$ cat config.mk
export PLATFORM = sky130hd
export DESIGN_NAME = cacheline_adaptor
export DESIGN_NICKNAME = d
export VERILOG_FILES = /design/src/rtl/cacheline_adaptor.sv
export SDC_FILE = /design/constraint.sdc
export NUM_CORES = 1
export LEC_CHECK = 0
export CELL_PAD_IN_SITES_DETAIL_PLACEMENT = 1
export CELL_PAD_IN_SITES_GLOBAL_PLACEMENT = 1
export CORE_AREA = 2 2 278 280
export CTS_CLUSTER_DIAMETER = 50
export DETAILED_ROUTE_END_ITERATION = 8
export DIE_AREA = 0 0 280 282
export HOLD_SLACK_MARGIN = 0.12
export PLACE_DENSITY = 0.7
export SYNTH_ARGS = -nofsm -noshare
export SYNTH_HDL_FRONTEND = slang
export SYNTH_SLANG_ARGS = --single-unit
$ cat constraint.sdc
create_clock -name clk -period 8 [get_ports clk]
set_clock_uncertainty 0.2 [all_clocks]
set_input_delay 1.6 -clock clk [delete_from_list [all_inputs] [get_ports clk]]
set_output_delay 1.6 -clock clk [all_outputs]
set_load 0.02 [all_outputs]
$ cat src/rtl/cacheline_adaptor.sv
// Bridges a 256-bit cacheline port to a 64-bit, 4-beat burst memory port.
// One line read or write becomes one burst, followed by a single-cycle resp_o.
module cacheline_adaptor #(
  parameter int s_line   = 256,
  parameter int s_burst  = 64,
  parameter int s_offset = 5
) (
  input  logic               clk,
  input  logic               rst,
  input  logic [s_line-1:0]  line_i,
  output logic [s_line-1:0]  line_o,
  input  logic [31:0]        address_i,
  input  logic               read_i,
  input  logic               write_i,
  output logic               resp_o,
  input  logic [s_burst-1:0] burst_i,
  output logic [s_burst-1:0] burst_o,
  output logic [31:0]        address_o,
  output logic               read_o,
  output logic               write_o,
  input  logic               resp_i
);

  localparam int beats = s_line / s_burst;
  localparam int cw    = $clog2(beats);

  typedef enum logic [1:0] {
    IDLE,
    READ,
    WRITE,
    DONE
  } state_t;

  state_t            state;
  state_t            state_next;
  logic [cw-1:0]     count;
  logic [s_line-1:0] buffer;
  logic [31:0]       line_addr;
  logic              last_beat;

  always_comb begin
    line_addr                 = address_i;
    line_addr[s_offset-1:0]   = '0;
  end

  assign last_beat = (count == cw'(beats - 1));

  // State register plus the datapath registers that move with it.
  always_ff @(posedge clk) begin
    if (rst) begin
      state     <= IDLE;
      count     <= '0;
      line_o    <= '0;
      address_o <= '0;
      buffer    <= '0;
    end else begin
      state <= state_next;
      unique case (state)
        IDLE: begin
          if (read_i || write_i) begin
            address_o <= line_addr;
            count     <= '0;
          end
          if (!read_i && write_i) begin
            buffer <= line_i;
          end
        end
        READ: begin
          if (resp_i) begin
            line_o[s_burst*int'(count) +: s_burst] <= burst_i;
            count <= count + 1'b1;
          end
        end
        WRITE: begin
          if (resp_i) begin
            count <= count + 1'b1;
          end
        end
        DONE: begin
          count <= '0;
        end
        default: begin
          count <= '0;
        end
      endcase
    end
  end

  // Next-state logic: read has priority over write when both are requested.
  always_comb begin
    state_next = state;
    unique case (state)
      IDLE: begin
        if (read_i) begin
          state_next = READ;
        end else if (write_i) begin
          state_next = WRITE;
        end
      end
      READ: begin
        if (resp_i && last_beat) begin
          state_next = DONE;
        end
      end
      WRITE: begin
        if (resp_i && last_beat) begin
          state_next = DONE;
        end
      end
      DONE: begin
        state_next = IDLE;
      end
      default: begin
        state_next = IDLE;
      end
    endcase
  end

  always_comb begin
    read_o  = 1'b0;
    write_o = 1'b0;
    resp_o  = 1'b0;
    burst_o = '0;
    unique case (state)
      IDLE: begin
        burst_o = '0;
      end
      READ: begin
        read_o = 1'b1;
      end
      WRITE: begin
        write_o = 1'b1;
        burst_o = buffer[s_burst*int'(count) +: s_burst];
      end
      DONE: begin
        resp_o = 1'b1;
      end
      default: begin
        burst_o = '0;
      end
    endcase
  end

endmodule

[Yosys cells after proc, flatten, opt, wreduce, memory -nomap -nowiden]
Index checks and enable logic that the tools add are counted.
Storage, ports and cells
  logic and storage cells: 41
  register bits after elaboration: 543
Operators by class
  multiplexer cells: 12
  reduce and logical (&&, ||, !) cells: 11
  add/subtract/negate cells: 2
  shift operators: 3
  eq/ne operators: 8
Operators by type and width (number)
  $bwmux W256: 1
  $shift A64 B33 Y256 const A: 1
  $shiftx A256 B9 Y64: 1
  $shiftx A64 B33 Y256: 1
  $mux W64: 1
  $neg A8 Y33: 1
  $pmux W2 S3: 2
  $mux W2: 5
  $reduce_and A2 Y1: 5
  $eq A2 B2 Y1 const B: 3
  $ne A2 B1 Y1 const B: 2
  $mux W1: 3
  $ne A3 B3 Y1 const B: 1
  $add A2 B1 Y2 const B: 1
  $eq A2 B1 Y1 const B: 1
  $logic_and A1 B1 Y1: 2
  $logic_not A2 Y1: 1
  $ne A2 B2 Y1 const B: 1
  $reduce_or A2 Y1: 1
  $logic_not A1 Y1: 1
  $logic_or A1 B1 Y1: 1

[Longest topological paths before layout]
Gate-level depths: netlist of the first run.
  word-level depth: 4
  mapped depth: 9
  depth with buffers taken out: 5

[Worst setup path before layout of the first run]
No wires, ideal clock.
  path type: flip-flop to output port
  from: register count[0]
  to: output port burst_o[46]
  cell stages (with the launch flop): 6
  arrival time: 1.525 ns
  data required time: 6.200 ns
  setup slack: 4.675 ns
  cell sequence: dfxtp_1 buf_6 buf_6 buf_6 mux4_2 and2_1
Between the ends
  cells in the longest elaborated chain, start to end: 2
RTL lines
  from (decl): line 36  | logic [cw-1:0] count;
  from (signal assigned): line 71  | count <= count + 1'b1;
  from (signal assigned): line 76  | count <= count + 1'b1;
  $shiftx A256 B9 Y64: line 133  | burst_o = buffer[s_burst*int'(count) +: s_burst];
  $mux W64: line 124  | unique case (state)
  to (decl): line 17  | output logic [s_burst-1:0] burst_o,
No other way between the ends.

[Worst setup path in the final report of the first run]
  from: register count[0]
  to: output port burst_o[3]
The elaborated chain is that of the path after synthesis.

==> results of run 1 <==
==> kinds of logic after synthesis <==
logic type / synth area share
AO/OA/AOI/OAI: 0.1680
flip-flops: 0.5085
adder cells (fa/ha/maj): 0.006439
multiplexers: 0.06796
AND/OR/NAND/NOR: 0.1978
other: 0.0001754
buffers and inverters: 0.05110
==> Yosys cell counts, types with 2 or more instances <==
master    count  area [um2]
inv_1         5       18.77
a21oi_2      61       534.3
nor4bb_1      2       20.02
mux4_2       64        1441
a22o_1       64       560.5
buf_12        6       120.1
clkbuf_1    100       375.4
nand2_1     667        2504
nor2b_1       3       18.77
buf_6         4       45.04
a21oi_1     325        1627
buf_1        20       75.07
and2_1       65       406.6
a32oi_1      92       805.8
nand3_1      43       215.2
nor2_1       94       352.8
nand3_2      60       600.6
buf_2        77       385.4
o21ai_0       3       15.01
and4_1        2       17.52
dfxtp_1     543       10870
and3_1        3       18.77
ha_1         11       137.6
buf_4         9       67.56
==> worst register-to-register path, delay by kind of cell (launching register included) <==
kind                       cells  cell delay, ns
and+or+nand+nor                2            0.45
buffers and inverters          3            1.41
DFF                            1            0.87
AOI/OAI and AO/OA              1            0.15
adders and majority gates      1            0.54
==> power by group <==
group	switching, mW	internal, mW	total, mW
registers	0.179	2.93	3.11
logic	1.10	0.718	1.82
clock network	1.39	2.20	3.59
total	2.67	5.85	8.51
==> metal layers <==
layer | vias up | share of wire
li1 | 9241 | -
met1 | 9701 | 0.38
met2 | 646 | 0.50
met3 | 194 | 0.083
met4 | 20 | 0.040
met5 | - | 0.0014
==> worst max path at each step <==
stage | startpoint | endpoint | slack [ns]
2_1_floorplan | count[0]$_SDFFE_PP0P_ | burst_o[46] | 4.67
3_5_place_dp | count[0]$_SDFFE_PP0P_ | burst_o[3] | 3.02
6_report | count[0]$_SDFFE_PP0P_ | burst_o[3] | 2.50
3_3_place_gp | count[0]$_SDFFE_PP0P_ | burst_o[3] | 2.97
5_1_grt | count[0]$_SDFFE_PP0P_ | burst_o[3] | 2.20
4_1_cts | count[0]$_SDFFE_PP0P_ | burst_o[3] | 2.35
==> area by class of cell <==
type	count	area [um2]
Timing Repair Buffer	725	7252
Tap cell	978	1224
Fill cell	8483	44080
Sequential cell	543	10880
Clock buffer	95	2056
Antenna cell	16	40.04
Multi-Input combinational cell	1578	9502
Clock inverter	46	643.1
Inverter	5	18.77
==> stage by stage <==
step / hold WS [ns] / util / cell area, um2 / power [mW] / worst slack (ns)
2_1_floorplan: 0.2331 / - / 21390 / 4.209 / 4.675
3_3_place_gp: 0.2388 / 0.3814 / 28870 / 4.955 / 2.972
3_5_place_dp: 0.2427 / 0.3814 / 28870 / 5.003 / 3.016
4_1_cts: 0.2510 / 0.4171 / 31570 / 8.628 / 2.350
5_1_grt: 0.2694 / 0.4176 / 31610 / 8.905 / 2.201
6_report: 0.2490 / 0.4176 / 31610 / 8.513 / 2.495
==> placed cells by master (no fill, tap or decap), drive strengths merged <==
master	synthesis	layout
nor4b	2	2
clkdlybuf4s50	0	700
and3	3	3
a32oi	92	92
buf	116	25
a21oi	386	386
nand3	103	103
or4	1	1
conb	1	5
o311a	1	1
diode	0	16
bufinv	0	10
nand2	667	667
inv	5	22
and2	65	65
and4	2	2
o21a	1	1
mux4	64	64
nor2b	3	3
clkbuf	101	95
nor4bb	2	2
a2111o	1	1
clkinvlp	0	6
o31ai	1	1
nor3b	1	1
or4b	1	1
nand3b	1	1
and3b	1	1
ha	11	11
nor2	94	94
dfxtp	543	543
a22o	64	64
mux2	1	1
o21ai	4	4
clkinv	0	13
a21boi	1	1
==> sequential cells by signal (all words and copies together) (netlist names) <==
signal / count
state: 2
buffer: 256
address_o: 27
line_o: 256
count: 2
==> results.py, run 1 <==
metrics = {
    "outcome": {
        "status": "completed",
    },
    "global_routing": {
        "grt_max_degree": 202,
        "antenna_found_initial": 27,
        "grt_usage": 0.2121,
        "grt_pass1_wl_mm": 128.9,
        "first_global_vias": 20720,
        "grt_use_met3": 0.07333,
        "grt-busiest-layer": "met2",
        "grtUsageMet2": 0.3690,
        "grt-ovfl-total": 0,
        "grt_util_met1": 0.2317,
    },
    "floorplanning": {
        "start_util": 0.2824,
        "die_area_um2": 78960,
        "core_um2": 75700,
        "ioPinCount": 712,
        "num_rows": 101,
        "die_x_um": 280,
        "die_h_um": 282,
    },
    "logic_synthesis": {
        "synth-seq-cells": 543,
        "seq_area_frac_synth": 0.5085,
        "synthDistinctLibCells": 40,
        "yosys_warnings": 0,
        "synth_edf_count": 0,
        "syn_area_um2": 21380,
        "synth_flop_cell": "dfxtp_1",
        "syn-instance-count": 2339,
        "syn_area_per_cell_um2": 9.139,
        "synthArstFlopShare": 0,
    },
    "sta": {
        "rsz0062_at_grt": "no",
        "fin_crit_sh": 0.6881,
        "fmax_mhz": 181.7,
        "worst-slew-pin-transition_ns": 1.204,
        "tns_ns": 0,
        "fin_crit_ns": 5.505,
        "slew_headroom": 0.1975,
        "hold_viol": 0,
        "final-max-slew-violation-count": 0,
        "setup-violations-final": 0,
    },
    "min_path": {
        "hp-class": "reg2reg",
        "min-delay-start": "line_o[123]$_SDFFE_PP0P_",
        "min_to": "line_o[123]$_SDFFE_PP0P_",
        "whs_path_depth": 2,
    },
    "worst_setup_path": {
        "path_max_fanout": 39,
        "required_ns": 6.20,
        "max_stage_delay_ns": 0.87,
        "r2r_end": "line_o[132]$_SDFFE_PP0P_",
        "reg2reg_depth": 7,
        "path_delay_family": "buffers and inverters",
        "crit_path_end_kind": "primary output",
        "worstSetupStartpointType": "flop",
        "cp_cell_sequence": "buf_4 -> mux4_2 -> and2_1 -> clkdlybuf4s50_1",
        "cp_slowest_cell": "dfxtp_4",
        "critPathKind": "reg2out",
        "crit_arrival_ns": 3.70,
        "rrSetupSlack_ns": 4.30,
        "crit_buf_inv": 2,
        "regToRegStartpoint": "count[0]$_SDFFE_PP0P_",
        "worst-path-stages": 4,
    },
    "final_layout": {
        "layout.cells.non_filler": 3986,
        "nets": 3298,
        "drive_above_1_share": 0.1186,
        "synthToLayoutAreaGrowth_pct": 47.89,
    },
    "clock_tree": {
        "cts-buffers-inserted": 77,
        "cts.htree.levels": 3,
        "ctsResizeCount": 0,
        "cts.sinks": 543,
        "cts-root-buf": "clkbuf_16",
        "cts.path.max_buffers": 3,
        "path_clk_slew_ns": 0.05,
        "cts_tree": "built",
        "cts_setup_buffers": 0,
        "holdBufCountCts": 0,
        "insertion_delay_ns": 0.61,
    },
    "detailed_routing": {
        "drtIter0Drc": 967,
        "drc": 0,
        "avgRoutedWirePerCell_um": 21.89,
        "num_vias": 19800,
        "wl_mm": 87.25,
        "drtAntennaViolNets": 0,
        "viasPerCell": 4.968,
        "dr.pass1.iters": 5,
    },
    "job": {
        "cap_violations": 0,
    },
    "pwr": {
        "max-vdd-ir-drop_v": 0.0003393,
        "p_per_area_nw_per_um2": 269.3,
        "p_leak_nw": 10.69,
    },
    "placed_design": {
        "placed_cells": 3829,
        "post-dp-hpwl_mm": 59.80,
        "port-buffer-count": 701,
        "gp_congestion": 0.8325,
    },
}
Power figures use the tool's default switching activity.
==> run 2, diff against run 1 <==
CORE_AREA = 2 2 277 279   (was 2 2 278 280)
DIE_AREA = 0 0 279 281   (was 0 0 280 282)
clock period = 5.27 ns   (was 8 ns; I/O delays follow)
==> results.py, run 2 (same netlist as run 1, synthesis figures left out) <==
metrics = {
    "clock_tree": {
        "cts.path.max_buffers": 3,
        "path_clk_slew_ns": 0.06,
        "cts.sinks": 543,
        "cts_setup_buffers": 0,
        "cts_tree": "built",
        "holdBufCountCts": 0,
        "cts-root-buf": "clkbuf_16",
        "ctsResizeCount": 0,
        "cts-buffers-inserted": 76,
        "cts.htree.levels": 3,
        "insertion_delay_ns": 0.62,
    },
    "final_layout": {
        "synthToLayoutAreaGrowth_pct": 47.84,
        "nets": 3307,
        "final_cell_area_um2": 31600,
        "final_core_util": 0.4189,
        "layout.cells.non_filler": 3990,
        "layout_commonest_cell": "clkdlybuf4s50_1",
        "fillerInstances": 8516,
        "mostFrequentLayoutCells": "clkdlybuf4s50_1 (700), nand2_1 (667), dfxtp_1 (541), a21oi_1 (325), nor2_1 (94)",
        "drive_above_1_share": 0.1205,
        "largest_registers": "buffer: 256 flops, line_o: 256 flops, address_o: 27 flops",
    },
    "pwr": {
        "swShare": 0.3173,
        "max-vdd-ir-drop_v": 0.0003270,
        "p_int_mw": 8.674,
        "p_per_area_nw_per_um2": 402.0,
        "combPwrFrac": 0.217,
        "p_leak_nw": 10.67,
        "power.sequential.fraction": 0.375,
        "p_total_mw": 12.71,
        "p_clk_frac": 0.408,
        "switchingPower_mw": 4.031,
    },
    "detailed_routing": {
        "dr.pass1.iters": 6,
        "wl_mm": 88.24,
        "drc": 0,
        "avgRoutedWirePerCell_um": 22.12,
        "num_vias": 19960,
        "drtAntennaViolNets": 0,
        "drtIter0Drc": 1024,
        "viasPerCell": 5.001,
    },
    "placed_design": {
        "post-dp-hpwl_mm": 62.07,
        "placed_cells": 3839,
        "placed_cell_area_um2": 28990,
        "place_ws_ns": 1.118,
        "port-buffer-count": 701,
        "gp_congestion": 0.8353,
    },
    "worst_setup_path": {
        "crit_buf_inv": 2,
        "path_max_fanout": 46,
        "max_stage_delay_ns": 1.02,
        "cp_slowest_cell": "dfxtp_4",
        "path_delay_family": "flip-flops",
        "required_ns": 4.02,
        "worstSetupStartpointType": "flop",
        "crit_path_end_kind": "primary output",
        "critPathKind": "reg2out",
        "crit_arrival_ns": 3.41,
        "cp_cell_sequence": "buf_4 -> mux4_2 -> and2_1 -> clkdlybuf4s50_1",
    },
    "global_routing": {
        "antenna_found_initial": 25,
        "first_global_vias": 21240,
        "grt_max_degree": 170,
        "grt-ovfl-total": 0,
        "grt_pass1_wl_mm": 130.0,
        "grt_usage": 0.2163,
    },
    "outcome": {
        "status": "completed",
    },
    "sta": {
        "layout_setup_ws_ns": 0.6011,
        "worst-slew-pin-transition_ns": 1.093,
        "fin_crit_ns": 4.669,
        "slew_headroom": 0.2710,
        "fin_crit_sh": 0.8859,
        "fin_hold_ws_ns": 0.2517,
        "final-max-slew-violation-count": 0,
        "tns_ns": 0,
        "setup-violations-final": 0,
        "fmax_mhz": 214.2,
        "rsz0062_at_grt": "no",
        "hold_viol": 0,
    },
    "floorplanning": {
        "num_rows": 101,
        "start_util": 0.2833,
        "die_x_um": 279,
        "die_h_um": 281,
        "ioPinCount": 712,
        "die_area_um2": 78400,
        "core_um2": 75440,
    },
    "min_path": {
        "hp-class": "reg2reg",
    },
    "job": {
        "cap_violations": 0,
    },
}
==> run 2: changes by cell type in the layout (fill, tap and decap cells not counted), moves of 4 or more <==
| cell | delta |
|---|---|
| bufinv_16 | -4 |
| inv_6 | -4 |
| buf_4 | +7 |
| inv_8 | -4 |
==> run 2: tightest hold or removal path: stages (launching register included) <==
cell	delay [ns]
dfxtp_1	0.31
nand2_1	0.05
a21oi_1	0.05
==> run 2: layout make-up <==
cell class | instances | area (um2) | share of cell area
tap | 978 | 1224 | 0.03872
antenna | 16 | 40.04 | 0.001267
clock inverter | 41 | 535.5 | 0.01695
multi-input combinational | 1578 | 9502 | 0.3007
timing repair buffer | 735 | 7365 | 0.2330
sequential | 543 | 10880 | 0.3442
clock buffer | 94 | 2039 | 0.06454
inverter | 5 | 18.77 | 0.0005939
==> run 2: worst paths after layout <==
kind / startpoint / endpoint / slack [ns] / cells past startpoint
worst max register to register: count[0]$_SDFFE_PP0P_ / line_o[16]$_SDFFE_PP0P_ / 1.82 / 6
worst min register to register: buffer[1]$_SDFFE_PP0P_ / buffer[1]$_SDFFE_PP0P_ / 0.25 / 2
worst min-delay path: buffer[1]$_SDFFE_PP0P_ / buffer[1]$_SDFFE_PP0P_ / 0.25 / 2
worst max-delay path: count[0]$_SDFFE_PP0P_ / burst_o[7] / 0.60 / 4
==> run 2: power by group through the flow <==
| stage | Sequential, mW | Combinational, mW | Clock (mW) |
|---|---|---|---|
| finish | 4.77 | 2.75 | 5.18 |
| global route | 4.82 | 2.97 | 5.48 |
| CTS | 4.78 | 2.79 | 5.30 |
| detailed placement | 4.86 | 2.78 | 0 |
| global placement | 4.83 | 2.72 | 0 |
| floorplan | 4.81 | 1.58 | 0 |
==> run 2: metal layers <==
layer  vias to the layer above  GRT usage  share of wire
met5                         -          0         0.0013
li1                       9259          -              -
met4                        18    0.09553          0.038
met2                       696     0.3837           0.50
met1                      9795     0.2317           0.38
met3                       187    0.07532          0.084
